## src/rtl/screenchar_write_arbiter.sv

```systemverilog
`default_nettype none
// ============================================================================
// Module      : screenchar_write_arbiter
// Description : Round-robin arbiter that lets four requesters (velocity,
//               angle, target, terminal) take turns writing characters into
//               screenchar_mem. The owner keeps the grant for a burst of up
//               to MAX_BURST transfers. Every release is followed by one
//               cycle with no grant.
// Revision    : 1.0 - initial release
// ============================================================================
module screenchar_write_arbiter #(
  parameter int MAX_BURST = 32,
  parameter int ADDR_W    = 8
) (
  input  logic                  clock,
  input  logic                  resetn,
  input  logic [3:0]            req,
  input  logic [4*ADDR_W-1:0]   req_index,
  input  logic [31:0]           req_data,
  output logic [3:0]            gnt,
  output logic                  wr_en,
  output logic [ADDR_W-1:0]     wr_address,
  output logic [7:0]            wr_data,
  output logic                  busy,
  output logic [1:0]            last_owner
);

  localparam logic [7:0] C_MAX_BURST = 8'(MAX_BURST);

  typedef enum logic [0:0] {
    ST_IDLE  = 1'b0,
    ST_GRANT = 1'b1
  } state_t;

  state_t              r_state;
  state_t              w_state_next;
  logic [3:0]          r_gnt;
  logic [3:0]          w_gnt_next;
  logic [7:0]          r_burst;
  logic [7:0]          w_burst_next;
  logic [7:0]          w_burst_inc;
  logic [1:0]          r_last_owner;
  logic [1:0]          w_last_owner_next;
  logic                r_wr_en;
  logic                w_wr_en_next;
  logic [ADDR_W-1:0]   r_wr_address;
  logic [ADDR_W-1:0]   w_wr_address_next;
  logic [7:0]          r_wr_data;
  logic [7:0]          w_wr_data_next;

  logic [1:0]          w_winner;
  logic [1:0]          w_cand;
  logic                w_found;
  logic                w_transfer;
  logic [ADDR_W-1:0]   w_sel_index;
  logic [7:0]          w_sel_data;

  // Round-robin search. It starts one past the previous owner, so the
  // previous owner is checked last (i=4 wraps back onto it).
  always_comb begin
    w_winner = r_last_owner;
    w_found  = 1'b0;
    w_cand   = '0;
    for (int i = 1; i <= 4; i++) begin
      w_cand = r_last_owner + 2'(i);
      if (!w_found && req[w_cand]) begin
        w_winner = w_cand;
        w_found  = 1'b1;
      end
    end
  end

  // Select the current owner's address and character. The owner is always last_owner.
  always_comb begin
    w_sel_index = '0;
    w_sel_data  = '0;
    for (int k = 0; k < 4; k++) begin
      if (r_last_owner == 2'(k)) begin
        w_sel_index = req_index[k*ADDR_W +: ADDR_W];
        w_sel_data  = req_data[k*8 +: 8];
      end
    end
  end

  // A transfer happens in any cycle where the granted requester still requests.
  assign w_transfer  = (r_state == ST_GRANT) && (|(r_gnt & req));
  assign w_burst_inc = r_burst + 8'd1;

  // Next-state logic: arbitrate in IDLE; in GRANT, count transfers and release.
  always_comb begin
    w_state_next      = r_state;
    w_gnt_next        = r_gnt;
    w_burst_next      = r_burst;
    w_last_owner_next = r_last_owner;
    w_wr_en_next      = 1'b0;
    w_wr_address_next = r_wr_address;
    w_wr_data_next    = r_wr_data;
    case (r_state)
      ST_IDLE: begin
        w_gnt_next = 4'b0000;
        if (w_found) begin
          w_state_next      = ST_GRANT;
          w_gnt_next        = 4'b0001 << w_winner;
          w_last_owner_next = w_winner;
          w_burst_next      = 8'd0;
        end
      end
      ST_GRANT: begin
        if (w_transfer) begin
          w_wr_en_next      = 1'b1;
          w_wr_address_next = w_sel_index;
          w_wr_data_next    = w_sel_data;
          w_burst_next      = w_burst_inc;
          // The burst limit ends the grant even if the owner keeps requesting.
          if (w_burst_inc == C_MAX_BURST) begin
            w_gnt_next   = 4'b0000;
            w_state_next = ST_IDLE;
          end
        end else begin
          w_gnt_next   = 4'b0000;
          w_state_next = ST_IDLE;
        end
      end
      default: begin
        w_gnt_next   = 4'b0000;
        w_state_next = ST_IDLE;
      end
    endcase
  end

  // State register. Reset puts last_owner at 3 so requester 0 wins first, and it aborts any pending write.
  always_ff @(posedge clock) begin
    if (!resetn) begin
      r_state      <= ST_IDLE;
      r_gnt        <= 4'b0000;
      r_burst      <= 8'd0;
      r_last_owner <= 2'd3;
      r_wr_en      <= 1'b0;
      r_wr_address <= '0;
      r_wr_data    <= 8'd0;
    end else begin
      r_state      <= w_state_next;
      r_gnt        <= w_gnt_next;
      r_burst      <= w_burst_next;
      r_last_owner <= w_last_owner_next;
      r_wr_en      <= w_wr_en_next;
      r_wr_address <= w_wr_address_next;
      r_wr_data    <= w_wr_data_next;
    end
  end

  assign gnt        = r_gnt;
  assign wr_en      = r_wr_en;
  assign wr_address = r_wr_address;
  assign wr_data    = r_wr_data;
  assign busy       = (r_state == ST_GRANT);
  assign last_owner = r_last_owner;

endmodule
`default_nettype wire
```

## config.mk

```make
export PLATFORM = sky130hd
export DESIGN_NAME = screenchar_write_arbiter
export DESIGN_NICKNAME = d
export VERILOG_FILES = /design/src/rtl/screenchar_write_arbiter.sv
export SDC_FILE = /design/constraint.sdc
export NUM_CORES = 1
export LEC_CHECK = 0
export BUFFER_PORTS_ARGS = -buffer_cell sky130_fd_sc_hd__buf_2
export CAP_MARGIN = 10
export CORE_MARGIN = 2
export CORE_UTILIZATION = 50
export CTS_CLUSTER_DIAMETER = 200
export DETAILED_ROUTE_END_ITERATION = 16
export HOLD_SLACK_MARGIN = 0.1
export PLACE_DENSITY = 0.83
export SYNTH_ARGS = -nofsm -noshare
export SYNTH_HDL_FRONTEND = slang
export SYNTH_SLANG_ARGS = --single-unit
```

## constraint.sdc

```tcl
create_clock -name clock -period 3.6 [get_ports clock]
set_input_delay 0.18 -clock clock [delete_from_list [all_inputs] [get_ports clock]]
set_output_delay 0.18 -clock clock [all_outputs]
set_load 0.1 [all_outputs]
```

* After elaboration in Yosys (flattened, before gate mapping) *
Index checks and enable logic that the tools add are counted.

word-level totals
  flip-flop bits (word level) = 32
  bits of input ports = 70
  output and inout bits = 24
  logic and storage cells = 74

cells by class
  $add $sub $neg = 4
  $lt $le $gt $ge = 4
  eq/ne operators = 7
  shift-type cells = 1
  mux-type cells = 36
  bitwise gates (word level) = 2
  reductions and logical operators = 13

operators by type and width
  cell                 number
  $mux 8               10
  $pmux 8 s2           1
  $lt 2x3->1 const B   4
  $mux 1               12
  $mux 4               3
  $add 8x1->8 const B  1
  $bmux 1 s2           4
  $eq 8x6->1 const B   1
  $mux 2               4
  $pmux 4 s2           1
  $reduce_and 2->1     4
  $add 2x2->2 const B  2
  $and 4x4->4          1
  $eq 2x2->1 const B   2
  $logic_and 1x1->1    4
  $reduce_or 4->1      1
  $shl 1x2->4 const A  1
  $logic_not 1->1      3
  $ne 3x2->1 const B   1
  $add 2x1->2 const B  1
  $eq 2x1->1 const B   1
  $logic_not 2->1      1
  $ne 2x1->1 const B   1
  $ne 2x2->1 const B   1
  2 further kinds      2

* Logic depth before layout (Yosys ltp) *
  depth after elaboration = 16
  gate-level depth with buffers = 9
  gate-level depth less buffers = 7

* Worst setup path after synthesis *
Ideal clock, no wire load.

  path kind = flip-flop to flip-flop
  start point = reg r_last_owner[1], in the netlist last_owner[1]
  end point = reg r_gnt[2], in the netlist gnt[2]
  library setup time = 0.135 ns
  data arrival time = 2.830 ns
  required time = 3.465 ns
  slack = 0.634 ns
  stages on the path, launching flop included = 10
  buffers on the path = 2
  clock period less this slack = 2.966 ns
  cells stage by stage = dfxtp_1 clkbuf_1 inv_1 ha_1 buf_2 mux2_2 mux2i_1 inv_1 o22ai_1 o32ai_1

between the ends
  longest elaborated chain between the ends = 16
  elaborated cells between the ends (all ways) = 28
  classes of those cells = 3 x add/sub; 1 x shift; 18 x mux; 6 x reduce/logical

ends and longest elaborated chain
  element                       line  RTL
  from (decl)                   42    logic [1:0] r_last_owner;
  from (signal assigned)        145   r_last_owner <= w_last_owner_next;
  $add 2x1->2                   65    w_cand = r_last_owner + 2'(i);
  $bmux 1 s2                    66    if (!w_found && req[w_cand]) begin
  $mux 1 (not written as such)  66
  $mux 1                        66
  $logic_not 1->1               66
  $logic_and 1x1->1             66
  $mux 1                        66
  $logic_not 1->1               66
  $logic_and 1x1->1             66
  $mux 1                        66
  $logic_not 1->1               66
  $logic_and 1x1->1             66
  $mux 2                        66
  $shl 1x2->4                   103   w_gnt_next = 4'b0001 << w_winner;
  $mux 4 *                      101   if (w_found) begin
  $pmux 4 s2 *                  98    case (r_state)
  to (signal assigned)          143   r_gnt <= w_gnt_next;
  to (decl)                     37    logic [3:0] r_gnt;

Every way passes the cells marked *; elsewhere a longest branch is shown, timed or not. The select of a mux whose other input is x is not followed.
A chain may end at the register's enable or synchronous reset.

* Final worst setup path *
  start point = reg r_last_owner[0], in the netlist last_owner[0]
  end point = reg r_gnt[3], in the netlist gnt[3]

Same word-level chain as after synthesis.

==> flow_metrics.env <==
export IMPL_syn_inst=289
export IMPL_cts_repair_resize_count=0
export IMPL_drtIter0Drc=168
export IMPL_rsz0062_at_grt="no"
export IMPL_viasPerCell=5.892
export IMPL_die_w_um=71.77
export IMPL_htreeDepth=2
export IMPL_power_frac_seq_pct=27.3
export IMPL_reg2reg_slack_ps=640
export IMPL_antenna_found_initial=0
export IMPL_pwr_share_clk_pct=18.2
export IMPL_dpl_hpwl_mm=4.340
export IMPL_yosysUniqueCellTypes=52
export IMPL_path_clk_slew_ps=70
export IMPL_yosysWarningCount=0
export IMPL_die_h_um=71.77
export IMPL_switchingPower_uw=835.8
export IMPL_end_kind="flip-flop"
export IMPL_grt_max_degree=40
export IMPL_synth_async_sr_flop_share_pct=0
export IMPL_root_buffer="clkbuf_8"
export IMPL_swShare_pct=50.22
export IMPL_die_area_um2=5150
export IMPL_dr_pass1_iters=4
export IMPL_track_usage_pct=24.18
export IMPL_first_global_vias=2332
export IMPL_skew_ps=10.87
export IMPL_cts_sinks=32
export IMPL_timing_hold_violations_final=0
export IMPL_seqCellArea_um2=640.6
export IMPL_hold_path_class="input port to flip-flop"
export IMPL_tritoncts="built"
export IMPL_drtAntennaViolNets=0
export IMPL_setup_viol=0
export IMPL_power_internal_uw=828.4
export IMPL_synthTopCellsByArea="dfxtp_1 (28%), a21oi_1 (7.4%), o211a_1 (7.0%), nand3b_1 (6.2%), nand2_1 (6.0%)"
export IMPL_synth_fp_nets=365
export IMPL_grt_pass1_wl_mm=9.970
export IMPL_final_core_utilization_pct=64.04
export IMPL_max_vdd_ir_drop_mv=0.3771
export IMPL_slew_headroom_pct=32.82
export IMPL_maxCapViolCount=0
export IMPL_ys_flop_type="dfxtp_1"
export IMPL_fin_cells=416
export IMPL_worst_slew_pin_slew_ps=1008
export IMPL_synth_area_leader_cell="dfxtp_1"
export IMPL_post_route_period_util_pct=82.25
export IMPL_holdBufCountCts=0
export IMPL_synth_edf_count=0
export IMPL_leakage_nw=1.395
export IMPL_avgSynthCellArea_um2=7.944
export IMPL_fin_nets=440
export IMPL_wire_per_inst_um=14.49
export IMPL_fmax_mhz=337.7
export IMPL_io_buffers=93
export IMPL_power_density_nw_per_um2=592.7
export IMPL_crit_arrival_ps=3150
export IMPL_syn_area_um2=2296
export IMPL_drcViolationCount=0
export IMPL_drive_gt1_share_pct=30.49
export IMPL_diodes=0
export IMPL_clk_latency_ps=290
export IMPL_setup_worst_path_class="flip-flop to flip-flop"
export IMPL_cts_buffers=5
export IMPL_synth_top_area_share_pct=27.90
export IMPL_gp_congestion=0.7987
export IMPL_outcome="finished clean"
export IMPL_cts_setup_buffers=0
export IMPL_ys_seq_area_share_pct=27.90
export IMPL_cts_buffer_depth=2
export IMPL_grt_overflow=0
export IMPL_multi_input_area_um2=1499
export IMPL_core_area_um2=4384
export IMPL_ys_ff_latch=32
export IMPL_finalMaxSlewViolations=0
export IMPL_dp_cells=409
export IMPL_p_comb_share_pct=54.4
export IMPL_initial_core_util_pct=52.37
export IMPL_pin_count=94
export IMPL_tns_ps=0
export IMPL_period_minus_slack_ps=2961
export IMPL_path_max_fanout=20
export IMPL_row_count=24
export IMPL_worstSetupStartpointType="flip-flop"
export IMPL_cp_required_ps=3790
export IMPL_wl_mm=6.028
export IMPL_fillCellCount=388
export IMPL_area_growth_pct=22.29
export IMPL_num_vias=2451
Yosys cell counts (4+ instances only):
cell type,n
and3_1,5
a21boi_0,4
nor2b_1,7
o211a_1,16
clkbuf_1,18
buf_2,5
nand3b_1,19
nand2_1,37
o32ai_1,4
dfxtp_1,32
o21ai_0,6
nor2_1,14
ha_1,6
a21oi_1,34
o211ai_1,14
inv_1,9
layout by cell type (no fill, tap or decap), types with 3 or more instances in the layout:
| master | instances |
|---|---|
| a2111oi_0 | 3 |
| buf_2 | 93 |
| a21boi_0 | 4 |
| dfxtp_1 | 32 |
| clkbuf_8 | 7 |
| nand3b_1 | 19 |
| o32ai_1 | 4 |
| nand3_1 | 3 |
| o21a_1 | 3 |
| o311ai_0 | 3 |
| and3_1 | 5 |
| inv_1 | 9 |
| nor2b_1 | 7 |
| mux2_2 | 3 |
| nor2_1 | 14 |
| ha_1 | 6 |
| o211a_1 | 16 |
| nand2b_1 | 3 |
| a21oi_1 | 34 |
| o211ai_1 | 14 |
| nor3_1 | 3 |
| nand2_1 | 37 |
| o21ai_0 | 6 |
| nor4b_1 | 3 |
power by group through the flow:
stage | Combinational (mW) | Sequential (mW) | Clock (mW)
finish | 0.906 | 0.455 | 0.303
global route | 0.972 | 0.465 | 0.326
CTS | 0.904 | 0.456 | 0.307
detailed placement | 0.901 | 0.463 | 0
global placement | 0.889 | 0.460 | 0
floorplan | 0.440 | 0.775 | 0
final timing paths:
path,start,endpoint,cells after the start
worst max register to register,last_owner[0],gnt[3],7
worst min register to register,gnt[2],gnt[2],2
worst max-delay path,last_owner[0],gnt[3],7
worst min-delay path,req_data[31],wr_data[7],4
worst max-delay path: stages (launching register included):
cell and delay [ps]:
dfxtp_1 790, inv_1 250, ha_1 490, nor4b_1 400, a311oi_1 100, a222oi_1 470, o22ai_1 200, o32ai_1 160
metal layers:
metal / vias up / track usage [%] / share of wire (%)
met4: 0 / 8.595 / 1.6
met5: - / 0 / 0
met3: 11 / 7.876 / 8.4
li1: 1223 / - / -
met2: 95 / 41.87 / 48
met1: 1122 / 27.85 / 42
state kept, by name (all words and copies together) (netlist names):
signal	cells
wr_data	8
last_owner	2
gnt	4
r_burst	8
wr_address	8
busy	1
wr_en	1
area by class of cell:
type | instances | share of cell area, %
inverter | 9 | 1.203
timing repair buffer | 94 | 16.84
tap | 52 | 2.317
clock buffer | 7 | 3.431
multi-input combinational | 222 | 53.39
sequential | 32 | 22.82
cells by family (layout without fill, tap and decap cells):
kind of cell,Yosys count,count (layout),share of synthesized area (%)
compound gates,108,108,34.11
flops,32,32,27.90
simple gates,101,101,23.60
fa+ha+maj,6,6,3.270
buf+inv,35,110,6.812
mux,7,7,4.305
through the flow:
step	power, mW	hold slack, ps	cell area [um2]	setup WS [ps]
final	1.664	258.2	2808	639.0
after global routing	1.762	279.0	2808	395.1
after CTS	1.666	250.8	2808	655.3
after detailed placement	1.363	480.6	2711	677.3
after global placement	1.348	477.6	2711	832.3
after floorplan	1.215	309.3	2296	634.3
(Power assumes the default switching activity.)
